$ cat config.mk
export PLATFORM = sky130hd
export DESIGN_NAME = alu_cmd_driver
export DESIGN_NICKNAME = d
export VERILOG_FILES = /design/src/rtl/alu_pkg.sv /design/src/rtl/alu_rsp_fifo.sv /design/src/rtl/alu_cmd_driver.sv
export SDC_FILE = /design/constraint.sdc
export NUM_CORES = 1
export LEC_CHECK = 0
export BUFFER_PORTS_ARGS = -buffer_cell sky130_fd_sc_hd__buf_2
export CORE_ASPECT_RATIO = 1.5
export CORE_MARGIN = 8
export CORE_UTILIZATION = 58
export DETAILED_ROUTE_END_ITERATION = 10
export GPL_TIMING_DRIVEN = 0
export PLACE_DENSITY_LB_ADDON = 0.12
export SLEW_MARGIN = 25
export SYNTH_ARGS = -nofsm -noshare
export SYNTH_HDL_FRONTEND = slang
export SYNTH_SLANG_ARGS = --single-unit
$ cat constraint.sdc
create_clock -name Clk -period 3.75 [get_ports Clk]
set_clock_uncertainty 0.15 [all_clocks]
set_input_delay 0.375 -clock Clk [delete_from_list [all_inputs] [get_ports Clk]]
set_output_delay 0.375 -clock Clk [all_outputs]
set_load 0.005 [all_outputs]
$ cat src/rtl/alu_pkg.sv
// Shared widths, ALU opcodes, driver FSM states and response entry layout
// for the ALU command driver.
`timescale 1ns/1ps
package alu_pkg;
    localparam int DATA_W = 32;
    localparam int OP_W   = 4;
    localparam int TAG_W  = 4;

    localparam logic [OP_W-1:0] ALU_AND = 4'd0;
    localparam logic [OP_W-1:0] ALU_OR  = 4'd1;
    localparam logic [OP_W-1:0] ALU_ADD = 4'd2;
    localparam logic [OP_W-1:0] ALU_SUB = 4'd6;

    typedef enum logic [1:0] {
        IDLE    = 2'd0,
        DRIVE   = 2'd1,
        WAIT    = 2'd2,
        CAPTURE = 2'd3
    } drv_state_t;

    typedef struct packed {
        logic [DATA_W-1:0] out;
        logic              zero;
        logic [TAG_W-1:0]  tag;
    } rsp_entry_t;
endpackage

$ cat src/rtl/alu_rsp_fifo.sv
// Synchronous response FIFO holding tagged ALU results; the head entry is
// presented straight from the storage registers.
`timescale 1ns/1ps
module alu_rsp_fifo
    import alu_pkg::*;
#(
    parameter int DEPTH = 4
)
(
    input  logic                   Clk,
    input  logic                   Rst_n,
    input  logic                   push,
    input  rsp_entry_t             push_data,
    input  logic                   pop,
    output rsp_entry_t             head,
    output logic                   full,
    output logic                   empty,
    output logic [$clog2(DEPTH):0] count
);
    localparam int PTR_W = $clog2(DEPTH);

    rsp_entry_t       mem [DEPTH];
    logic [PTR_W-1:0] wr_ptr;
    logic [PTR_W-1:0] rd_ptr;
    logic             do_push;
    logic             do_pop;

    assign empty   = (count == '0);
    assign full    = (count == (PTR_W+1)'(DEPTH));
    assign do_pop  = pop && !empty;
    assign do_push = push && (!full || do_pop);
    assign head    = mem[rd_ptr];

    // Storage is cleared on reset so the head reads as zero afterwards.
    always_ff @(posedge Clk or negedge Rst_n) begin
        if (!Rst_n) begin
            wr_ptr <= '0;
            rd_ptr <= '0;
            count  <= '0;
            for (int i = 0; i < DEPTH; i++) begin
                mem[i] <= '0;
            end
        end else begin
            if (do_push) begin
                mem[wr_ptr] <= push_data;
                wr_ptr      <= wr_ptr + 1'b1;
            end
            if (do_pop) begin
                rd_ptr <= rd_ptr + 1'b1;
            end
            case ({do_push, do_pop})
                2'b10:   count <= count + 1'b1;
                2'b01:   count <= count - 1'b1;
                default: count <= count;
            endcase
        end
    end
endmodule

$ cat src/rtl/alu_cmd_driver.sv
// Drives one command at a time into the combinational ALU and queues tagged
// results in order. Optional zero-flag checker/pop counter: ALU_CMD_CHECK_EN.
`timescale 1ns/1ps
module alu_cmd_driver
    import alu_pkg::*;
#(
    parameter int RSP_DEPTH = 4,
    parameter int ALU_LAT   = 0
)
(
    input  logic              Clk,
    input  logic              Rst_n,
    input  logic              Cmd_valid,
    output logic              Cmd_ready,
    input  logic [DATA_W-1:0] Cmd_A,
    input  logic [DATA_W-1:0] Cmd_B,
    input  logic [OP_W-1:0]   Cmd_Op,
    input  logic [TAG_W-1:0]  Cmd_tag,
    output logic [DATA_W-1:0] Alu_A,
    output logic [DATA_W-1:0] Alu_B,
    output logic [OP_W-1:0]   Alu_Op,
    input  logic [DATA_W-1:0] Alu_Out,
    input  logic              Alu_Zero,
    output logic              Rsp_valid,
    input  logic              Rsp_ready,
    output logic [DATA_W-1:0] Rsp_Out,
    output logic              Rsp_Zero,
    output logic [TAG_W-1:0]  Rsp_tag,
    output logic              Busy
`ifdef ALU_CMD_CHECK_EN
    ,
    output logic              Err_zero,
    output logic [15:0]       Rsp_cnt
`endif
);
    localparam int CNT_W = (ALU_LAT < 2) ? 1 : $clog2(ALU_LAT);
    localparam logic [CNT_W-1:0] WAIT_LOAD = CNT_W'((ALU_LAT > 0) ? (ALU_LAT - 1) : 0);

    drv_state_t                   state;
    drv_state_t                   state_nxt;
    logic [CNT_W-1:0]             wait_cnt;
    logic [TAG_W-1:0]             tag_q;
    logic                         accept;
    logic                         push;
    logic                         pop;
    logic                         fifo_full;
    logic                         fifo_empty;
    logic [$clog2(RSP_DEPTH):0]   fifo_count;
    rsp_entry_t                   push_data;
    rsp_entry_t                   head;

    // Gated by Rst_n so the handshake drops the moment reset asserts.
    assign Cmd_ready = Rst_n && (state == IDLE) && !fifo_full;
    assign accept    = Cmd_valid && Cmd_ready;
    assign push      = (state == CAPTURE);
    assign pop       = Rsp_valid && Rsp_ready;
    assign Rsp_valid = !fifo_empty;
    assign Busy      = (state != IDLE) || (fifo_count != '0);
    assign push_data = '{out: Alu_Out, zero: Alu_Zero, tag: tag_q};
    assign Rsp_Out   = head.out;
    assign Rsp_Zero  = head.zero;
    assign Rsp_tag   = head.tag;

    always_ff @(posedge Clk or negedge Rst_n) begin
        if (!Rst_n) begin
            state <= IDLE;
        end else begin
            state <= state_nxt;
        end
    end

    always_comb begin
        state_nxt = state;
        case (state)
            IDLE:    if (accept) state_nxt = DRIVE;
            DRIVE:   state_nxt = (ALU_LAT == 0) ? CAPTURE : WAIT;
            WAIT:    if (wait_cnt == '0) state_nxt = CAPTURE;
            CAPTURE: state_nxt = IDLE;
            default: state_nxt = IDLE;
        endcase
    end

    // Operands only move on accept, so the ALU sees stable inputs until the next command.
    always_ff @(posedge Clk or negedge Rst_n) begin
        if (!Rst_n) begin
            Alu_A    <= '0;
            Alu_B    <= '0;
            Alu_Op   <= '0;
            tag_q    <= '0;
            wait_cnt <= '0;
        end else begin
            if (accept) begin
                Alu_A  <= Cmd_A;
                Alu_B  <= Cmd_B;
                Alu_Op <= Cmd_Op;
                tag_q  <= Cmd_tag;
            end
            if (state == DRIVE) begin
                wait_cnt <= WAIT_LOAD;
            end else if ((state == WAIT) && (wait_cnt != '0)) begin
                wait_cnt <= wait_cnt - 1'b1;
            end
        end
    end

    alu_rsp_fifo #(
        .DEPTH (RSP_DEPTH)
    ) u_rsp_fifo (
        .Clk       (Clk),
        .Rst_n     (Rst_n),
        .push      (push),
        .push_data (push_data),
        .pop       (pop),
        .head      (head),
        .full      (fifo_full),
        .empty     (fifo_empty),
        .count     (fifo_count)
    );

`ifdef ALU_CMD_CHECK_EN
    // Sticky flag for an ALU whose Zero output disagrees with its result.
    always_ff @(posedge Clk or negedge Rst_n) begin
        if (!Rst_n) begin
            Err_zero <= 1'b0;
            Rsp_cnt  <= '0;
        end else begin
            if ((state == CAPTURE) && (Alu_Zero != (Alu_Out == '0))) begin
                Err_zero <= 1'b1;
            end
            if (pop && (Rsp_cnt != 16'hFFFF)) begin
                Rsp_cnt <= Rsp_cnt + 1'b1;
            end
        end
    end
`endif
endmodule

==> run metrics <==
P_leak=5.831 nW; critical path's slowest cell=dlygate4sd3_1; worst reg2reg path depth=8; Core Area=16,620 um^2; Min Hold Slack=9.806 ps; launch point of the worst hold path=Alu_Out[25]; Design Power=11.24 mW; worst min path class=primary input to flip-flop; CP max stage delay=560 ps; Worst setup startpoint=Rst_n; CTS tree=yes; Critical R2R Launch=u_rsp_fifo.count[1]; die area=21,260 um^2; fmax=294.9 MHz; first-pass GRT wire length=38.94 mm; Root Driver=clkbuf_16; Detail Route Antenna Nets=0; Die Span Y=174.6 um; Area Growth Syn to Fin=32.48%; met1 usage=26.33%; cell repeated most along the worst path=buf_16; met3 Track Usage GR=6.753%; I/O Buffers=216; Crit path depth=8; buffers plus inverters on the worst setup path=5; final std cells w/o fill=1,133; fraction of layout cells with a size suffix above 1=58.68%; chip width=121.8 um; outcome=completed; Hold Path Stages=2; share of the clock period used by the worst path=90.44%; post-CTS resize count=0; gr ovfl total=0; Ys Warns=0; critical path, cell by cell=dlygate4sd3_1 > buf_8 > buf_16 > buf_16 > nand3_1 > a21oi_2 > buf_4 > mux2_2; RSZ-0062 raised after global routing=no; Hold Vio Cnt, Final=0; mapped cell area=9729 um^2; Synth Area per Inst=17.13 um^2; Iter 0 DRT Violations=380; reg2reg setup slack=1290 ps; Seq/Total Area, Yosys=59.16%; critical path class=primary input to flip-flop; Slew @ Worst Pin=861.0 ps; Bufs on Longest Clock Path=3; cells after synthesis=568; arrival time worst endpoint=3620 ps; internal power=7.824 mW; Setup violations, final=0; Critical R2R Capture=u_rsp_fifo.count[2]; most common cell after layout, fill and taps aside=dfrtp_1; Synth area leaders=dfrtp_1 (59%), mux2_2 (26%), mux4_2 (8.6%); Sw Pwr=3.421 mW; Yosys top cell area share=59.16%; Sw Ratio=30.42%; CTS Buf Count=22; post-detail-place hpwl=15.65 mm; gr usage total=23.11%; peak supply drop=479.2 uV; minimum clock period=3391 ps; Comb power frac=39.5%; Crit path max-delay family=buffers and inverters; crit path max fanout=95; Hold Path End=u_rsp_fifo.mem[30]; grt met2 use=40.75%; Starting Density=58.55%; DR DRC count=0; flop and latch count out of synthesis=230; postcts setup bufs=0; post-DR wirelength/cell=21.32 um; worst skew pair latency=510 ps; Vias=6,177; nets@finish=1,028; RePlAce Congestion=0.7305; H-tree depth=1; gr busiest metal=met2; Post-Route WL=24.16 mm; Clock Sinks=230; Worst-path clk slew=60 ps; pin count of the biggest net entering global routing=96; CP Capture Type=flip-flop; synth unique cells=30; I/O Pins=217; MaxCap Viol Count=0; Slew Limit Headroom=42.60%; antenna violations before repair=1; clock network power share=20.9%; max-slew violations=0; commonest cells after routing, fill and taps aside=dfrtp_1 (230), mux2_2 (222), buf_2 (219); Power Dens Cells=872.4 nW/um^2; Yosys top cell by area=dfrtp_1; Required @ worst endpoint=3980 ps; TritonRoute pass-1 iters=4; Site Rows=58; dpl cells=996; vias in the first global route=7,185; Reg power frac=39.6%; Net Count, Synth=688; crit start category=primary input; vias per cell=5.452
==> logic make-up (layout without fill, tap and decap cells) <==
kind of cell	after synthesis	after routing	synth area share, %
buffers and inverters	35	389	2.752
AO/OA/AOI/OAI	6	6	0.4501
flip-flops	230	230	59.16
AND/OR/NAND/NOR	20	20	1.248
other	0	1	0
adder cells (fa/ha/maj)	11	11	1.492
multiplexers	260	260	34.36
XOR/XNOR	6	6	0.5402
==> stage by stage <==
step	area [um^2]	util (%)	setup slack, ps	setup TNS (ps)
4_1_cts	12890	77.54	310.0	0
2_1_floorplan	9729	-	1480	0
5_1_grt	12890	77.56	117.0	0
6_report	12890	77.56	358.6	0
3_3_place_gp	11070	66.63	-2080	-475760
3_5_place_dp	11140	67.02	413.1	0
==> state kept, by name, summed over array words and instances (netlist names) <==
| register | count |
|---|---|
| u_rsp_fifo.wr_ptr | 2 |
| u_rsp_fifo.mem | 148 |
| Alu_Op | 4 |
| Alu_B | 32 |
| tag_q | 4 |
| state | 2 |
| wait_cnt | 1 |
| Alu_A | 32 |
| u_rsp_fifo.count | 3 |
| u_rsp_fifo.rd_ptr | 2 |
==> synth_stat cells <==
master / count
buf_1: 3
xor2_1: 3
and2_1: 1
nor2_2: 4
mux2i_1: 1
nand2_1: 7
a21oi_1: 1
xnor2_1: 3
nand3_1: 1
nand2b_1: 1
dfrtp_1: 230
nor2_1: 2
buf_4: 3
or3_1: 1
buf_6: 16
nor3b_1: 1
fa_1: 1
ha_1: 10
clkbuf_1: 2
a21boi_0: 1
mux2_2: 222
nand3b_1: 1
o21ai_0: 1
a21oi_2: 1
buf_2: 4
inv_1: 7
nor4b_4: 1
a311oi_1: 1
mux4_2: 37
o31a_1: 1
==> worst reg2reg max path, cell delays in order (launching register included) <==
cell	delay [ps]
dfrtp_1	460
nor4b_4	480
nand2b_1	250
ha_1	220
inv_1	70
fa_1	370
xor2_1	150
nor2_1	110
xor2_1	140
==> layout make-up <==
type / instances / area [um^2]
Sequential cell: 230 / 5756
Multi-Input combinational cell: 303 / 3706
Fill cell: 957 / 3729
Antenna cell: 1 / 2.502
Inverter: 7 / 26.28
Tap cell: 210 / 262.8
Clock buffer: 32 / 659.4
Buffer: 28 / 242.7
Clock inverter: 6 / 107.6
Timing Repair Buffer: 316 / 2127
==> power by group through the flow <==
stage | clock network (mW) | logic [mW] | registers, mW
3_5_place_dp | 0 | 4.41 | 4.45
2_1_floorplan | 0 | 2.83 | 4.29
6_report | 2.35 | 4.44 | 4.45
5_1_grt | 2.48 | 4.80 | 4.60
4_1_cts | 2.39 | 4.51 | 4.43
3_3_place_gp | 0 | 4.23 | 4.32
==> metal layers <==
layer  share of wire [%]  wire length (um)
met4                 2.1               519
met1                  37              8877
met3                 7.7              1861
met2                  53             12900
met5                   0                 0
==> timing repair <==
item | in CTS | in global routing
endpoints found under the setup margin | 0 | 0
endpoints found under the hold margin | 218 | 0
hold buffers | 98 | 0
==> worst max-delay path by stage <==
| stage | to |
|---|---|
| final | Alu_A[28] |
| after global routing | Alu_A[28] |
| after CTS | Alu_A[28] |
| after detailed placement | Alu_A[18] |
| after global placement | Alu_A[16] |
| after floorplan | u_rsp_fifo.count[2] |
Note: power is estimated with default switching activity, not from simulation.
